===== src/rtl/clk_cfg_seq.sv =====
// clk_cfg_seq: clock-configuration sequencer.
// Parks the system clock on the 8 MHz source, applies a new clock setup,
// waits for settle or PLL lock, then releases the park. Because the block
// runs on the clock it controls, every wait is counted in 8 MHz cycles.
module clk_cfg_seq #(
  parameter int PARK_CYC   = 4,
  parameter int SETTLE_CYC = 8,
  parameter int LOCK_CYC   = 64,
  parameter int CNT_W      = 8
) (
  input  logic       clk,
  input  logic       rst_n,
  input  logic       req_valid,
  output logic       req_ready,
  input  logic       req_pll_en,
  input  logic [1:0] req_pll_trim,
  input  logic       req_sel_pll,
  input  logic       req_sel_xclk,
  input  logic [1:0] req_sel_rosc,
  input  logic [1:0] req_clk_div,
  input  logic       req_park,
  output logic       pll_en,
  output logic       sel_8mhz,
  output logic       sel_pll,
  output logic       sel_xclk,
  output logic [1:0] sel_rosc,
  output logic [1:0] pll_trim,
  output logic [1:0] clk_div,
  output logic       busy,
  output logic       done,
  output logic       err
);

  typedef enum logic [1:0] {
    IDLE,
    PARK,
    WAIT
  } state_t;

  // Counter reload values; each wait of N cycles counts N-1 down to 0.
  localparam logic [CNT_W-1:0] PARK_LOAD   = CNT_W'(PARK_CYC - 1);
  localparam logic [CNT_W-1:0] SETTLE_LOAD = CNT_W'(SETTLE_CYC - 1);
  localparam logic [CNT_W-1:0] LOCK_LOAD   = CNT_W'(LOCK_CYC - 1);

  state_t           state;
  logic [CNT_W-1:0] cnt;

  logic       sh_pll_en;
  logic [1:0] sh_pll_trim;
  logic       sh_sel_pll;
  logic       sh_sel_xclk;
  logic [1:0] sh_sel_rosc;
  logic [1:0] sh_clk_div;
  logic       sh_park;

  logic illegal_req;
  logic relock;

  // Selecting the PLL while it is disabled would leave the system without a clock.
  assign illegal_req = req_sel_pll & ~req_pll_en;

  // The PLL must relock when it is newly enabled or when its trim or reference
  // changes; the ring-oscillator select only matters when it is the reference.
  assign relock = sh_pll_en &
                  (~pll_en |
                   (sh_pll_trim != pll_trim) |
                   (sh_sel_xclk != sel_xclk) |
                   ((sh_sel_rosc != sel_rosc) & ~sh_sel_xclk));

  assign req_ready = (state == IDLE);
  assign busy      = (state != IDLE);

  // Sequencer: capture request, park, apply settings, wait, unpark.
  always_ff @(posedge clk or negedge rst_n) begin
    if (!rst_n) begin
      state       <= IDLE;
      cnt         <= '0;
      pll_en      <= 1'b0;
      pll_trim    <= 2'b11;
      sel_8mhz    <= 1'b1;
      sel_pll     <= 1'b0;
      sel_xclk    <= 1'b1;
      sel_rosc    <= 2'b00;
      clk_div     <= 2'b00;
      done        <= 1'b0;
      err         <= 1'b0;
      sh_pll_en   <= 1'b0;
      sh_pll_trim <= 2'b11;
      sh_sel_pll  <= 1'b0;
      sh_sel_xclk <= 1'b1;
      sh_sel_rosc <= 2'b00;
      sh_clk_div  <= 2'b00;
      sh_park     <= 1'b1;
    end else begin
      done <= 1'b0;
      err  <= 1'b0;
      case (state)
        IDLE: begin
          if (req_valid) begin
            sh_pll_en   <= req_pll_en;
            sh_pll_trim <= req_pll_trim;
            sh_sel_pll  <= req_sel_pll;
            sh_sel_xclk <= req_sel_xclk;
            sh_sel_rosc <= req_sel_rosc;
            sh_clk_div  <= req_clk_div;
            sh_park     <= req_park;
            if (illegal_req) begin
              err <= 1'b1;
            end else begin
              sel_8mhz <= 1'b1;
              cnt      <= PARK_LOAD;
              state    <= PARK;
            end
          end
        end
        PARK: begin
          if (cnt == '0) begin
            pll_en   <= sh_pll_en;
            pll_trim <= sh_pll_trim;
            sel_pll  <= sh_sel_pll;
            sel_xclk <= sh_sel_xclk;
            sel_rosc <= sh_sel_rosc;
            clk_div  <= sh_clk_div;
            cnt      <= relock ? LOCK_LOAD : SETTLE_LOAD;
            state    <= WAIT;
          end else begin
            cnt <= cnt - 1'b1;
          end
        end
        WAIT: begin
          if (cnt == '0) begin
            sel_8mhz <= sh_park;
            done     <= 1'b1;
            state    <= IDLE;
          end else begin
            cnt <= cnt - 1'b1;
          end
        end
        default: begin
          state <= IDLE;
        end
      endcase
    end
  end

endmodule


===== config.mk =====
export PLATFORM = sky130hd
export DESIGN_NAME = clk_cfg_seq
export DESIGN_NICKNAME = d
export VERILOG_FILES = /design/src/rtl/clk_cfg_seq.sv
export SDC_FILE = /design/constraint.sdc
export NUM_CORES = 1
export LEC_CHECK = 0
export ABC_AREA = 0
export CAP_MARGIN = 20
export CORE_UTILIZATION = 52
export CTS_CLUSTER_SIZE = 14
export DETAILED_ROUTE_END_ITERATION = 8
export PLACE_DENSITY = 0.87
export SYNTH_ARGS = -nofsm -noshare
export SYNTH_HDL_FRONTEND = slang
export SYNTH_SLANG_ARGS = --single-unit
export TNS_END_PERCENT = 1

===== constraint.sdc =====
create_clock -name clk -period 2.4 [get_ports clk]
set_input_delay 0.48 -clock clk [delete_from_list [all_inputs] [get_ports clk]]
set_output_delay 0.48 -clock clk [all_outputs]
set_load 0.01 [all_outputs]

Word-level counts from Yosys, hierarchy flattened --
Index checks and enable logic that the tools add are counted.
Storage, ports and cells: flip-flop bits (word level) 32, input bits 13, output and inout bits 14, logic and storage cells 68
Operators by class: add/sub/neg operators 1, equality and inequality tests 10, mux-type cells 20, bitwise gates (word level) 9, reduce and logical (&&, ||, !) cells 10
Operator list (count):
- two-way mux 8 bit | 4
- case mux 8 bit (3 select lines) | 1
- AND reduction 4 bit | 3
- != test 2 bit, second input constant | 5
- logical NOT 8 bit | 1
- two-way mux 1 bit | 8
- two-way mux 2 bit | 4
- subtractor 8 x 1 -> 8 bit, second input constant | 1
- two-way mux 6 bit | 1
- case mux 2 bit (3 select lines) | 1
- != test 2 bit | 2
- AND reduction 2 bit | 2
- nonzero test 2 bit | 2
- AND 1 bit | 3
- NOT 1 bit | 3
- bitwise OR 1 bit | 3
- nonzero test 3 bit | 1
- == test 2 x 1 -> 1 bit, second input constant | 1
- == test 2 bit, second input constant | 1
- logical NOT 2 bit | 1
- case mux 1 bit (2 select lines) | 1
- != test 1 bit | 1

Depth between registers and ports, before layout --
word-level depth 8, gate-level depth with buffers 8, depth with buffers taken out 7

Worst setup path after synthesis --
OpenSTA, ideal clock, no wires.
path kind flip-flop to flip-flop, from register state[0], to register cnt[6], data arrival time 1.723 ns, setup slack 0.590 ns, stages on the path, launching flop included 7, buffers on the path 0, path through dfrtp_1 -> inv_1 -> ha_1 -> o2bb2ai_1 -> nand2b_4 -> or4_1 -> o211ai_1
On the way: longest elaborated chain between the ends 3, elaborated cells between the ends (all ways) 9, those cells by class eq/ne (5); mux (1); reduce/logical (3)
RTL lines:
- from (decl) | line 45 | state_t state;
- from (signal assigned) | line 76 | state <= IDLE;
- from (signal assigned) | line 112 | state <= PARK;
- from (signal assigned) | line 125 | state <= WAIT;
- logical NOT 2 bit (*)
- named net req_ready | line 14 | output logic req_ready,
- != test 2 bit (no line) / nonzero test 3 bit (equally long branches)
- AND reduction 4 bit (no line)
- to (signal assigned) | line 124 | cnt <= relock ? LOCK_LOAD : SETTLE_LOAD;
- to (signal assigned) | line 127 | cnt <= cnt - 1'b1;
- to (signal assigned) | line 136 | cnt <= cnt - 1'b1;
- to (decl) | line 46 | logic [CNT_W-1:0] cnt;
Mark *: on every way through the listed nets, which the timed path passes. The rest lies on a longest branch. A chain may end at the register's enable or synchronous reset.

Worst setup path after layout --
from register state[1], to output port busy
On the way: longest elaborated chain between the ends 1
RTL lines:
- nonzero test 2 bit | line 71 | assign busy = (state != IDLE);
- to (decl) | line 29 | output logic busy,
Every way passes these cells.

==> results.toml <==
[timing]
fin_ws_ns = 0.1801
finalHoldViolCount = 0
clock_skew_ns = 0.01103
finalSetupTns_ns = 0
setup_viol = 0
hold_ws_ns = 0.5137
worstMarginPinSlew_ns = 0.5049
finalCriticalPeriod_ns = 2.220
slew_violations = 0
rsz0062_at_grt = "false"
finalCritPeriodShare = 0.9250
maxSlewHeadroom = 0.6634
fmax_mhz = 450.5

[power_and_ir_drop]
p_int_mw = 1.744
p_sw_frac = 0.3793
seq_power_share = 0.360
clkPwrFrac = 0.166
peakVddDrop_v = 0.0007675
switchingPower_mw = 1.066
power_density_nw_per_um2 = 1375
total_power_mw = 2.809
leakage_nw = 0.8844
comb_power_share = 0.474

[synth]
synth_area_um2 = 1644
syn_avg_cell_area_um2 = 11.66
synth_top_area_share = 0.3653
ys_warn_count = 0
netlist.top_cell.by_area = "dfrtp_1"
synth_edf_count = 0
synth.ff_latch_count = 32
syn-num-nets = 159
synthArstFlopShare = 1.000
synth_cell_types = 43
synth_area_leaders = "dfrtp_1 (37%), dfstp_2 (13%), mux2_2 (12%), ha_1 (3.8%), o21ai_0 (2.4%)"
synthCells = 141
synth_seq_area_share = 0.4932
synth-main-ff-cell = "dfrtp_1"

[cts]
clk_pin_slew_worst_paths_ns = 0.11
post_cts_buffers = 0
cts_made_buffers = 5
h-tree-depth = 2
cts_hold_buf = 0
cts_tree = "yes"
clk_latency_ns = 0.34
cts_resized = 0
clock_sinks = 32
clk_path_buf_depth = 2
root_buffer = "clkbuf_4"

[setup_path]
critPathKind = "reg2out"
ff2ff_path_depth = 7
crit_path_end = "busy"
endpoint_kind = "output pin"
rr_startpoint = "cnt[0]$_DFFE_PN0P_"
crit_start = "state[1]$_DFFE_PN0P_"
cp.required_ns = 1.92
arrival_ns = 1.74
startpoint_type = "flop"
r2r_setup_slack_ns = 0.25
r2r-end = "cnt[3]$_DFFE_PN0P_"
cp_max_fo = 6

[floorplanning]
boundaryPins = 27
die_w_um = 58.23
die_h_um = 58.23
start_util = 0.5430
fp-row-count = 20
dieArea_um2 = 3391
core_area_um2 = 3028

[route]
vias = 1209
drc = 0
drtIter0Drc = 32
wl_per_cell_um = 15.82
dr.pass1.iters = 4
ant_nets = 0
vias_per_cell = 5.571
wl_mm = 3.433

[job]
maxCapViolations = 0

[place]
dp.cells = 209
port_buffers = 26
dp_slack_ns = 0.1904
dpl.hpwl_mm = 2.455
place_congestion = 0.8504

[grt]
grt_max_degree = 33
antenna_found_initial = 0
grt_remaining_overflow = 0
first_global_vias = 1232
grt_pass1_wl_mm = 5.699
grt_use_total = 0.2289

[outcome]
status = "finished clean"

[finish]
antenna_cells = 0
final_cell_count_no_fill = 217
nNetsFinal = 190
nFillCells = 213
syn_to_final_growth_pct = 24.28
seqCellArea_um2 = 810.8
multiInputGateArea_um2 = 777.0
drive_gt1_frac = 0.2486

[hold_path]
hold_class = "in2async"
[final cells by class]
cell class                      instances  area share
Tap cell                               44     0.02694
Inverter                               10     0.01837
Timing Repair Buffer                   27      0.1310
Clock inverter                          1     0.01470
Clock buffer                            7     0.03184
Multi-Input combinational cell         96      0.3803
Sequential cell                        32      0.3968
[power groups by stage]
stage	sequential (mW)	clock (mW)	combinational [mW]
floorplan	1.00	0	0.878
global placement	0.985	0	1.26
detailed placement	1.02	0	1.31
CTS	1.01	0.470	1.33
global route	1.03	0.498	1.44
finish	1.01	0.467	1.33
[worst min path at each step]
stage | endpoint | slack, ns
after floorplan | clk_div[0]$_DFFE_PN0P_ | 0.18
final | cnt[1]$_DFFE_PN0P_ | 0.51
after detailed placement | sh_clk_div[1]$_DFFE_PN0P_ | 0.50
after global placement | sh_clk_div[1]$_DFFE_PN0P_ | 0.48
after CTS | sh_clk_div[1]$_DFFE_PN0P_ | 0.52
after global routing | sel_pll$_DFFE_PN0P_ | 0.54
[Yosys cell counts, types with 3 or more instances]
cell type   n
ha_1        5
a21oi_1     3
nor2_1      8
o22ai_1     3
nand2_1     9
o21ai_0     8
mux2_2     18
dfstp_2     8
xor2_1      3
dfrtp_1    24
inv_1      10
xnor2_1     4
[per-stage QoR]
| step | area (um2) | util |
|---|---|---|
| 2_1_floorplan | 1644 | - |
| 3_3_place_gp | 1948 | 0.6434 |
| 3_5_place_dp | 1948 | 0.6434 |
| 4_1_cts | 2043 | 0.6748 |
| 5_1_grt | 2043 | 0.6748 |
| 6_report | 2043 | 0.6748 |
[cells in the final DEF, fill, tap and decap left out, types with 2 or more instances in the layout]
cell type        count
clkdlybuf4s50_1     26
dfrtp_1             24
mux2_2              18
inv_1               10
nand2_1              9
nor2_1               8
o21ai_0              8
dfstp_2              8
ha_1                 5
clkbuf_4             5
xnor2_1              4
xor2_1               3
a21oi_1              3
o22ai_1              3
nor3_4               2
nand2b_1             2
nand3_1              2
nor3_1               2
o2111ai_1            2
a21boi_0             2
clkbuf_8             2
[metal layers]
metal / global-route usage / vias to the layer above / share of wire / wire length (um)
met2: 0.3793 / 42 / 0.52 / 1797
met4: 0.09184 / 0 / 0.013 / 46
met5: 0 / - / 0 / 0
li1: - / 570 / - / -
met1: 0.2766 / 590 / 0.41 / 1397
met3: 0.07366 / 7 / 0.056 / 191
[state kept, by name (all words and copies together), names as in the netlist, 2 cells and up]
name         flops
sh_sel_rosc      2
sel_rosc         2
sh_pll_trim      2
clk_div          2
sh_clk_div       2
state            2
pll_trim         2
cnt              8
[critical path, stage by stage, from the launching register on]
cell             delay, ns
dfrtp_1               0.43
inv_1                 0.08
ha_1                  0.26
inv_1                 0.10
clkdlybuf4s50_1       0.53
[logic make-up (layout without fill, tap and decap cells)]
logic type	Yosys count	after routing	share of synthesized area
DFF	32	32	0.4932
xor gates and xnor gates	7	7	0.03729
AOI/OAI and AO/OA	31	31	0.1317
adders and majority gates	5	5	0.03805
and+or+nand+nor	35	35	0.1423
muxes	18	18	0.1233
buffers and inverters	13	45	0.03425
Note: power is estimated with default switching activity, not from simulation.
